**src/rtl/gmac_ctrl_pkg.sv**
```systemverilog
// Shared definitions for the GMAC transmit arbiter.
// Holds the controller state encoding, default parameter values and a
// saturating counter helper used for the event counters.
package gmac_ctrl_pkg;

  localparam int unsigned CONFIRM_TIMEOUT_DEF = 1000;
  localparam int unsigned MAX_FRAME_DEF       = 1472;
  localparam int unsigned IDLE_GAP_DEF        = 12;

  typedef enum logic [2:0] {
    IDLE  = 3'd0,
    REQ   = 3'd1,
    GRANT = 3'd2,
    XFER  = 3'd3,
    DRAIN = 3'd4,
    GAP   = 3'd5
  } state_e;

  // 16-bit increment that sticks at all-ones.
  function automatic logic [15:0] sat_inc16(input logic [15:0] v);
    return (v == 16'hFFFF) ? v : v + 16'd1;
  endfunction

endpackage

```
**src/rtl/rr_arb2.sv**
```systemverilog
// Two-way round-robin selector.
// Ports:
//   clk, rst_n      clock, async active-low reset
//   req0_i, req1_i  request levels
//   upd_i           load the round-robin pointer with upd_sel_i
//   upd_sel_i       source that was just served
//   sel_o           selected source (valid when valid_o)
//   valid_o         at least one request present
module rr_arb2 (
  input  logic clk,
  input  logic rst_n,
  input  logic req0_i,
  input  logic req1_i,
  input  logic upd_i,
  input  logic upd_sel_i,
  output logic sel_o,
  output logic valid_o
);

  logic last_q;

  // Pointer resets to 1 so source 0 wins the first tie.
  always_ff @(posedge clk or negedge rst_n) begin
    if (!rst_n) begin
      last_q <= 1'b1;
    end else if (upd_i) begin
      last_q <= upd_sel_i;
    end
  end

  // Single requester wins; on a tie the source not served last wins.
  always_comb begin
    valid_o = req0_i | req1_i;
    if (req0_i && req1_i) begin
      sel_o = ~last_q;
    end else begin
      sel_o = req1_i;
    end
  end

endmodule

```
**src/rtl/gmac_tx_arbiter.sv**
```systemverilog
// Shares the GMAC transmit channel between two frame sources.
// Round-robin arbitration, MAC request/confirm handshake with timeout,
// one frame per grant forwarded with one cycle of registered delay,
// truncation at MAX_FRAME bytes and an idle gap after each frame/timeout.
// Ports:
//   CLK, RST_N                       clock, async active-low reset
//   Req0/1, Grant0/1                 source request / grant levels
//   Val0/1, SoF0/1, EoF0/1, Data0/1  source byte streams
//   ValIn0, SoFIn0, EoFIn0, DataIn0  registered byte stream to the MAC
//   ReqIn0, ReqConfirm               MAC transmit request handshake
//   Busy                             controller not idle
//   TimeoutCnt, OversizeCnt          saturating event counters
module gmac_tx_arbiter
  import gmac_ctrl_pkg::*;
#(
  parameter int unsigned CONFIRM_TIMEOUT = CONFIRM_TIMEOUT_DEF,
  parameter int unsigned MAX_FRAME       = MAX_FRAME_DEF,
  parameter int unsigned IDLE_GAP        = IDLE_GAP_DEF
) (
  input  logic        CLK,
  input  logic        RST_N,
  input  logic        Req0,
  input  logic        Req1,
  output logic        Grant0,
  output logic        Grant1,
  input  logic        Val0,
  input  logic        Val1,
  input  logic        SoF0,
  input  logic        SoF1,
  input  logic        EoF0,
  input  logic        EoF1,
  input  logic [7:0]  Data0,
  input  logic [7:0]  Data1,
  output logic        ValIn0,
  output logic        SoFIn0,
  output logic        EoFIn0,
  output logic [7:0]  DataIn0,
  output logic        ReqIn0,
  input  logic        ReqConfirm,
  output logic        Busy,
  output logic [15:0] TimeoutCnt,
  output logic [15:0] OversizeCnt
);

  localparam int unsigned WAIT_W = $clog2(CONFIRM_TIMEOUT);
  localparam int unsigned CNT_W  = $clog2(MAX_FRAME + 1);
  localparam int unsigned GAP_W  = $clog2(IDLE_GAP + 1);

  localparam logic [WAIT_W-1:0] WAIT_LAST = WAIT_W'(CONFIRM_TIMEOUT - 1);
  localparam logic [CNT_W-1:0]  CNT_MAX   = CNT_W'(MAX_FRAME);
  localparam logic [GAP_W-1:0]  GAP_LAST  = GAP_W'(IDLE_GAP - 1);

  state_e            state_q, state_d;
  logic              sel_q, sel_d;
  logic [WAIT_W-1:0] wait_q, wait_d;
  logic [CNT_W-1:0]  byte_q, byte_d, byte_inc;
  logic [GAP_W-1:0]  gap_q, gap_d;
  logic              grant0_q, grant0_d, grant1_q, grant1_d;
  logic              req_q, req_d, busy_q, busy_d;
  logic              val_q, val_d, sof_q, sof_d, eof_q, eof_d;
  logic [7:0]        data_q, data_d;
  logic [15:0]       to_q, to_d, os_q, os_d;

  logic       arb_sel, arb_valid, arb_upd;
  logic       s_val, s_sof, s_eof;
  logic [7:0] s_data;

  rr_arb2 u_rr_arb2 (
    .clk       (CLK),
    .rst_n     (RST_N),
    .req0_i    (Req0),
    .req1_i    (Req1),
    .upd_i     (arb_upd),
    .upd_sel_i (sel_q),
    .sel_o     (arb_sel),
    .valid_o   (arb_valid)
  );

  // Only the selected source is ever observed.
  always_comb begin
    s_val  = sel_q ? Val1  : Val0;
    s_sof  = sel_q ? SoF1  : SoF0;
    s_eof  = sel_q ? EoF1  : EoF0;
    s_data = sel_q ? Data1 : Data0;
  end

  assign byte_inc = byte_q + CNT_W'(1);

  // State register and all registered outputs.
  always_ff @(posedge CLK or negedge RST_N) begin
    if (!RST_N) begin
      state_q  <= IDLE;
      sel_q    <= 1'b0;
      wait_q   <= '0;
      byte_q   <= '0;
      gap_q    <= '0;
      grant0_q <= 1'b0;
      grant1_q <= 1'b0;
      req_q    <= 1'b0;
      busy_q   <= 1'b0;
      val_q    <= 1'b0;
      sof_q    <= 1'b0;
      eof_q    <= 1'b0;
      data_q   <= 8'h00;
      to_q     <= 16'h0000;
      os_q     <= 16'h0000;
    end else begin
      state_q  <= state_d;
      sel_q    <= sel_d;
      wait_q   <= wait_d;
      byte_q   <= byte_d;
      gap_q    <= gap_d;
      grant0_q <= grant0_d;
      grant1_q <= grant1_d;
      req_q    <= req_d;
      busy_q   <= busy_d;
      val_q    <= val_d;
      sof_q    <= sof_d;
      eof_q    <= eof_d;
      data_q   <= data_d;
      to_q     <= to_d;
      os_q     <= os_d;
    end
  end

  // Next-state and next-output logic.
  always_comb begin
    state_d = state_q;
    sel_d   = sel_q;
    wait_d  = wait_q;
    byte_d  = byte_q;
    gap_d   = gap_q;
    val_d   = 1'b0;
    sof_d   = 1'b0;
    eof_d   = 1'b0;
    data_d  = data_q;
    to_d    = to_q;
    os_d    = os_q;
    arb_upd = 1'b0;

    unique case (state_q)
      IDLE: begin
        if (arb_valid) begin
          sel_d   = arb_sel;
          wait_d  = '0;
          state_d = REQ;
        end
      end
      REQ: begin
        // Confirm beats a timeout landing on the same cycle.
        if (ReqConfirm) begin
          state_d = GRANT;
        end else if (wait_q == WAIT_LAST) begin
          to_d    = sat_inc16(to_q);
          arb_upd = 1'b1;
          gap_d   = '0;
          state_d = GAP;
        end else begin
          wait_d = wait_q + WAIT_W'(1);
        end
      end
      GRANT: begin
        // Bytes ahead of the first SoF are dropped.
        if (s_val && s_sof) begin
          val_d  = 1'b1;
          sof_d  = 1'b1;
          data_d = s_data;
          byte_d = CNT_W'(1);
          if (s_eof) begin
            eof_d   = 1'b1;
            arb_upd = 1'b1;
            gap_d   = '0;
            state_d = GAP;
          end else begin
            state_d = XFER;
          end
        end
      end
      XFER: begin
        if (s_val) begin
          val_d  = 1'b1;
          data_d = s_data;
          byte_d = byte_inc;
          if (s_eof) begin
            eof_d   = 1'b1;
            arb_upd = 1'b1;
            gap_d   = '0;
            state_d = GAP;
          end else if (byte_inc == CNT_MAX) begin
            eof_d   = 1'b1;
            os_d    = sat_inc16(os_q);
            state_d = DRAIN;
          end
        end
      end
      DRAIN: begin
        // Swallow the rest of a truncated frame up to the source's EoF.
        if (s_val && s_eof) begin
          arb_upd = 1'b1;
          gap_d   = '0;
          state_d = GAP;
        end
      end
      GAP: begin
        if (gap_q == GAP_LAST) begin
          state_d = IDLE;
        end else begin
          gap_d = gap_q + GAP_W'(1);
        end
      end
      default: state_d = IDLE;
    endcase

    req_d    = (state_d == REQ);
    grant0_d = (state_d inside {GRANT, XFER, DRAIN}) && !sel_d;
    grant1_d = (state_d inside {GRANT, XFER, DRAIN}) &&  sel_d;
    busy_d   = (state_d != IDLE);
  end

  assign Grant0      = grant0_q;
  assign Grant1      = grant1_q;
  assign ReqIn0      = req_q;
  assign Busy        = busy_q;
  assign ValIn0      = val_q;
  assign SoFIn0      = sof_q;
  assign EoFIn0      = eof_q;
  assign DataIn0     = data_q;
  assign TimeoutCnt  = to_q;
  assign OversizeCnt = os_q;

endmodule

```
**config.mk**
```make
export PLATFORM = sky130hd
export DESIGN_NAME = gmac_tx_arbiter
export DESIGN_NICKNAME = d
export VERILOG_FILES = /design/src/rtl/gmac_ctrl_pkg.sv /design/src/rtl/rr_arb2.sv /design/src/rtl/gmac_tx_arbiter.sv
export SDC_FILE = /design/constraint.sdc
export NUM_CORES = 1
export LEC_CHECK = 0
export CORE_MARGIN = 2
export CORE_UTILIZATION = 35
export DETAILED_ROUTE_END_ITERATION = 8
export SLEW_MARGIN = 30
export SYNTH_ARGS = -nofsm -noshare
export SYNTH_HDL_FRONTEND = slang
export SYNTH_SLANG_ARGS = --single-unit
export TNS_END_PERCENT = 1
```
**constraint.sdc**
```tcl
create_clock -name CLK -period 2.7 [get_ports CLK]
set_input_delay 0.27 -clock CLK [delete_from_list [all_inputs] [get_ports CLK]]
set_output_delay 0.27 -clock CLK [all_outputs]
set_load 0.005 [all_outputs]
```
## After elaboration in Yosys (flattened, before gate mapping)

Cells that the tools add are included.
W data, S select, Z words.

| storage, ports and cells | value |
|---|---|
| logic and storage cells | 117 |
| flip-flop bits (word level) | 77 |
| input port bits | 27 |
| output and inout bits | 47 |

| cells by class | value |
|---|---|
| muxes and demuxes | 51 |
| bitwise gates (word level) | 6 |
| eq/ne operators | 22 |
| add/sub/neg operators | 5 |
| reductions and logical operators | 17 |

Operator list:

| kind | number |
|---|---|
| $add A16 B1 Y16 const B | 2 |
| $eq A16 B16 Y1 const B | 2 |
| $mux W10 | 3 |
| $mux W3 | 10 |
| $mux W4 | 7 |
| $mux W8 | 3 |
| $mux W11 | 2 |
| $pmux W11 S2 | 1 |
| $pmux W10 S2 | 1 |
| $pmux W4 S5 | 1 |
| $mux W1 | 18 |
| $pmux W3 S6 | 1 |
| $ne A2 B2 Y1 const B | 8 |
| $pmux W8 S2 | 1 |
| $eq A3 B2 Y1 const B | 4 |
| $add A11 B1 Y11 const B | 1 |
| $eq A11 B11 Y1 const B | 1 |
| $add A10 B1 Y10 const B | 1 |
| $eq A10 B10 Y1 const B | 1 |
| $eq A3 B3 Y1 const B | 3 |
| $reduce_and A4 Y1 | 2 |
| $reduce_and A7 Y1 | 1 |
| $eq A3 B1 Y1 const B | 2 |
| $reduce_bool A3 Y1 | 2 |
| other kinds (13) | 23 |

## Longest topological paths before layout

| depth | value |
|---|---|
| word-level depth | 9 |
| mapped depth | 9 |
| depth with buffers taken out | 8 |

## Cells and area by module

A second synthesis with hierarchy kept.

| second synthesis, totals | value |
|---|---|
| cell total of the unflattened synthesis | 377 |
| area total of the unflattened synthesis | 3828.7 um^2 |

Modules (own cells, without submodules):

| module | cells each | times used | seq. area each (um^2) | area an instance (um^2) |
|---|---|---|---|---|
| gmac_tx_arbiter | 373 | 1 | 1901.8 | 3773.6 |
| rr_arb2 | 4 | 1 | 26.3 | 55.1 |

## Worst setup path before layout

Ideal clock, no wire load.

| path | value |
|---|---|
| path type | register to register |
| start point | register state_q[1] |
| end point | register gap_q[0] |
| period minus slack after synthesis | 2.340 ns |
| path buffers | 1 |
| data required time | 2.575 ns |
| setup slack | 0.360 ns |
| library setup time | 0.125 ns |
| stages on the path, launching flop included | 8 |
| arrival | 2.215 ns |
| cell sequence | dfrtp_1 -> buf_6 -> or4b_4 -> nor4_1 -> o21bai_1 -> a22o_1 -> a31o_2 -> mux2_2 |

| between the ends | value |
|---|---|
| word-level cells in the longest chain between the ends | 3 |
| elaborated cells between the ends (all ways) | 14 |
| classes of those cells | eq/ne: 11; mux: 1; reduce/logical: 2 |

RTL lines:

| item | RTL line | source |
|---|---|---|
| start: declaration | gmac_tx_arbiter.sv:53 | `state_e state_q, state_d;` |
| start signal: assignment | gmac_tx_arbiter.sv:108 | `state_q <= state_d;` |
| $eq A3 B3 Y1 (tied with other cells) | gmac_tx_arbiter.sv:141 | `unique case (state_q)` |
| $reduce_bool A5 Y1 (no source line) or $ne A2 B2 Y1 (tied branches) | -- |  |
| $reduce_and A7 Y1 (no source line) | -- |  |
| end signal: assignment | gmac_tx_arbiter.sv:112 | `gap_q <= gap_d;` |
| end: declaration | gmac_tx_arbiter.sv:57 | `logic [GAP_W-1:0] gap_q, gap_d;` |

Parallel ways exist; a longest one is shown, timed or not.
A chain may end at the register's enable or synchronous reset.

## Worst setup path in the final report

Ends and elaborated chain as after synthesis.

==> impl_metrics.tcl <==
set metrics [dict create \
    fin_hold_ws_ns 0.486 \
    busiest_layer "met2" \
    drc 0 \
    postRouteAntennaNets 0 \
    synth_flop_cell "dfrtp_1" \
    antenna_cells 0 \
    insertion_delay_ns 0.34 \
    detailed_place_hpwl_mm 5.99 \
    detail_route.vias_per_cell 5.03 \
    hold_path.startpoint "DataIn0[1]" \
    setup.worst_path.start_class "register" \
    clockRootBuffer "clkbuf_8" \
    max_freq_mhz 422 \
    synth_top_cell_by_area "dfrtp_1" \
    synth_edf_count 0 \
    hold_viol_final 0 \
    clkSlewWorstSetupHoldPaths_ns 0.08 \
    syn_inst 394 \
    gp_congestion 0.809 \
    drive_gt1_frac 0.0894 \
    finalClockSkew_ns 0.00727 \
    worstSetupPathType "reg -> reg" \
    slew_headroom 0.536 \
    synth-seq-area-share 0.499 \
    critPathArrivalTime_ns 2.60 \
    gr-total-overflow 0 \
    drt_first_iter_violations 102 \
    grt_use_met1 0.196 \
    slew_viol_final 0 \
    timing.rr.start "state_q[1]" \
    whs_path_depth 2 \
    reg2reg_depth 6 \
    routedWlPerCell_um 13.6 \
    num-fill-cells 1033 \
    end_kind "register" \
    use_met2 0.260 \
    grt_use_total 0.153 \
    via_count 3124 \
    grt_use_met3 0.0359 \
    tightest_slew_ns 0.696 \
    core_um2 10800 \
    irDropWorstVdd_mv 0.336 \
    io_pins 74 \
    fin_crit_sh 0.877 \
    seq_area_um2 1930 \
    cts_resized 0 \
    p_leak_uw 0.00215 \
    status "finished clean" \
    die_h_um 109 \
    dieArea_um2 11900 \
    die_w_um 109 \
    rsz0062_at_grt "no" \
    r2r_end "gap_q[0]" \
    hold_class "reg -> reg" \
    yosys_warnings 0 \
    wl_mm 8.42 \
    syn_area_um2 3860 \
    cts-root-to-sink-buffers 2 \
    holdPathEnd "DataIn0[1]" \
    multi_input_area_um2 1850 \
    synth_top_area_frac 0.493 \
    ys_ff_latch 77 \
    initial_core_util 0.358 \
    portBuffers 73 \
    async_flop_share 1.00 \
    cts_buffers 9 \
    reg2reg_slack_ns 0.33 \
    final_nets 508 \
    grt_pass1_vias 3172 \
    first_pass_iters 5 \
    tritoncts "built" \
    power.density_nw_per_um2 720 \
    grt_pass1_wl_mm 14.5 \
    rows 38 \
    setup_viol 0 \
    area_delta_synth_final_pct 30.8 \
    synth_area_leaders "dfrtp_1, xnor2_1, nand2_1, o21ai_0, nor2_1" \
    clkSinkCount 77 \
    ctsHtreeMaxLevel 3 \
    antenna_found_initial 0 \
    max_cap_viol_count 0 \
    grt_start_max_net_pins 78 \
    path_max_fanout 4 \
    syn_area_per_cell_um2 9.80 \
    synth_fp_nets 426 \
    ys_types 55 \
    post-route-min-period_ns 2.37 \
    required_ns 2.93 \
    fin_tns_setup_ns 0 \
]
cells in the final DEF (no fill, tap or decap), drive strengths merged, types with 5 or more instances in the layout:
master,instances
and3,9
buf,10
clkbuf,11
clkdlybuf4s50,72
dfrtp,76
ha,5
inv,7
mux2,6
mux2i,10
nand2,49
nand3,23
nand4,17
nor2,40
nor3,11
o21ai,31
xnor2,29
xor2,11
worst max path at each step:
stage | start | to | slack, ns | depth (start not counted)
after CTS | state_q[1] | gap_q[0] | 0.33 | 6
after detailed placement | ReqConfirm | gap_q[0] | 0.04 | 7
after global routing | byte_q[0] | OversizeCnt[1] | 0.20 | 7
final | state_q[1] | gap_q[0] | 0.33 | 6
after global placement | ReqConfirm | TimeoutCnt[12] | 0.09 | 6
after floorplan | state_q[1] | gap_q[0] | 0.36 | 7
cells in the mapped netlist, drive strengths merged, types with 2 or more instances:
| master | n |
|---|---|
| or4 | 2 |
| buf | 2 |
| dfrtp | 76 |
| or2 | 3 |
| or3 | 3 |
| a211oi | 2 |
| o21ai | 31 |
| and4 | 2 |
| a21oi | 4 |
| xor2 | 11 |
| nand2 | 49 |
| o31ai | 3 |
| and3 | 9 |
| mux2 | 6 |
| nor2 | 40 |
| mux2i | 10 |
| nor2b | 3 |
| nand4 | 17 |
| and2 | 4 |
| nor4b | 2 |
| nor4 | 2 |
| nor3 | 11 |
| ha | 5 |
| nand2b | 2 |
| o2111ai | 2 |
| inv | 7 |
| nand3 | 23 |
| xnor2 | 29 |
| clkbuf | 10 |
| o22ai | 2 |
| a22o | 3 |
per-stage QoR:
step | instances | setup slack, ns | util | cell area [um2] | total power, uW
finish | 621 | 0.333 | 0.468 | 5050 | 3640
global route | 621 | 0.204 | 0.468 | 5050 | 3860
CTS | 621 | 0.328 | 0.468 | 5050 | 3700
detailed placement | 604 | 0.0357 | 0.443 | 4780 | 2570
global placement | 604 | 0.0860 | 0.443 | 4780 | 2560
floorplan | 394 | 0.360 | - | 3860 | 2130
power by group:
group | switching, uW | internal [uW]
sequential | 138 | 1340
combinational | 532 | 528
clock | 430 | 666
routing by layer:
metal,up-vias,part of all wire
li1,1556,-
met1,1511,0.47
met2,52,0.49
met3,5,0.036
met4,0,0.0068
met5,-,0
kinds of logic (layout without fill, tap and decap cells):
logic type               after synthesis  after routing  share of synthesized area
AND/OR/NAND/NOR                      179            179                      0.236
flip-flops                            77             77                      0.499
AO/OA/AOI/OAI                         58             58                     0.0940
XOR/XNOR                              40             40                     0.0907
buffers and inverters                 19            106                     0.0207
multiplexers                          16             16                     0.0434
adder cells (fa/ha/maj)                5              5                     0.0162
area by class of cell:
class	instances	area share
flip-flops and latches	77	0.382
multi-input cells	298	0.367
repair buffers	83	0.160
well taps	140	0.0347
clock buffers	11	0.0300
clock inverters	5	0.0211
inverters	7	0.00520
sequential cells by signal, indices dropped and copies added, names as in the netlist:
signal,count
OversizeCnt,16
TimeoutCnt,16
byte_q,11
wait_q,10
DataIn0,8
gap_q,4
state_q,3
Busy,1
EoFIn0,1
Grant0,1
Grant1,1
ReqIn0,1
SoFIn0,1
ValIn0,1
sel_q,1
u_rr_arb2.last_q,1
critical path, cell delays in order, from the launching register on:
cell and delay (ns):
dfrtp_1 0.42, or4b_4 0.56, nor4_1 0.39, o21bai_1 0.12, a22o_1 0.28, a31o_2 0.23, mux2_2 0.25
timing repair:
item	in CTS	in global routing
setup buffers	0	0
endpoints found under the setup margin	0	0
hold buffers	1	0
endpoints found under the hold margin	76	0
No activity file was read; power rests on OpenSTA's default activity.
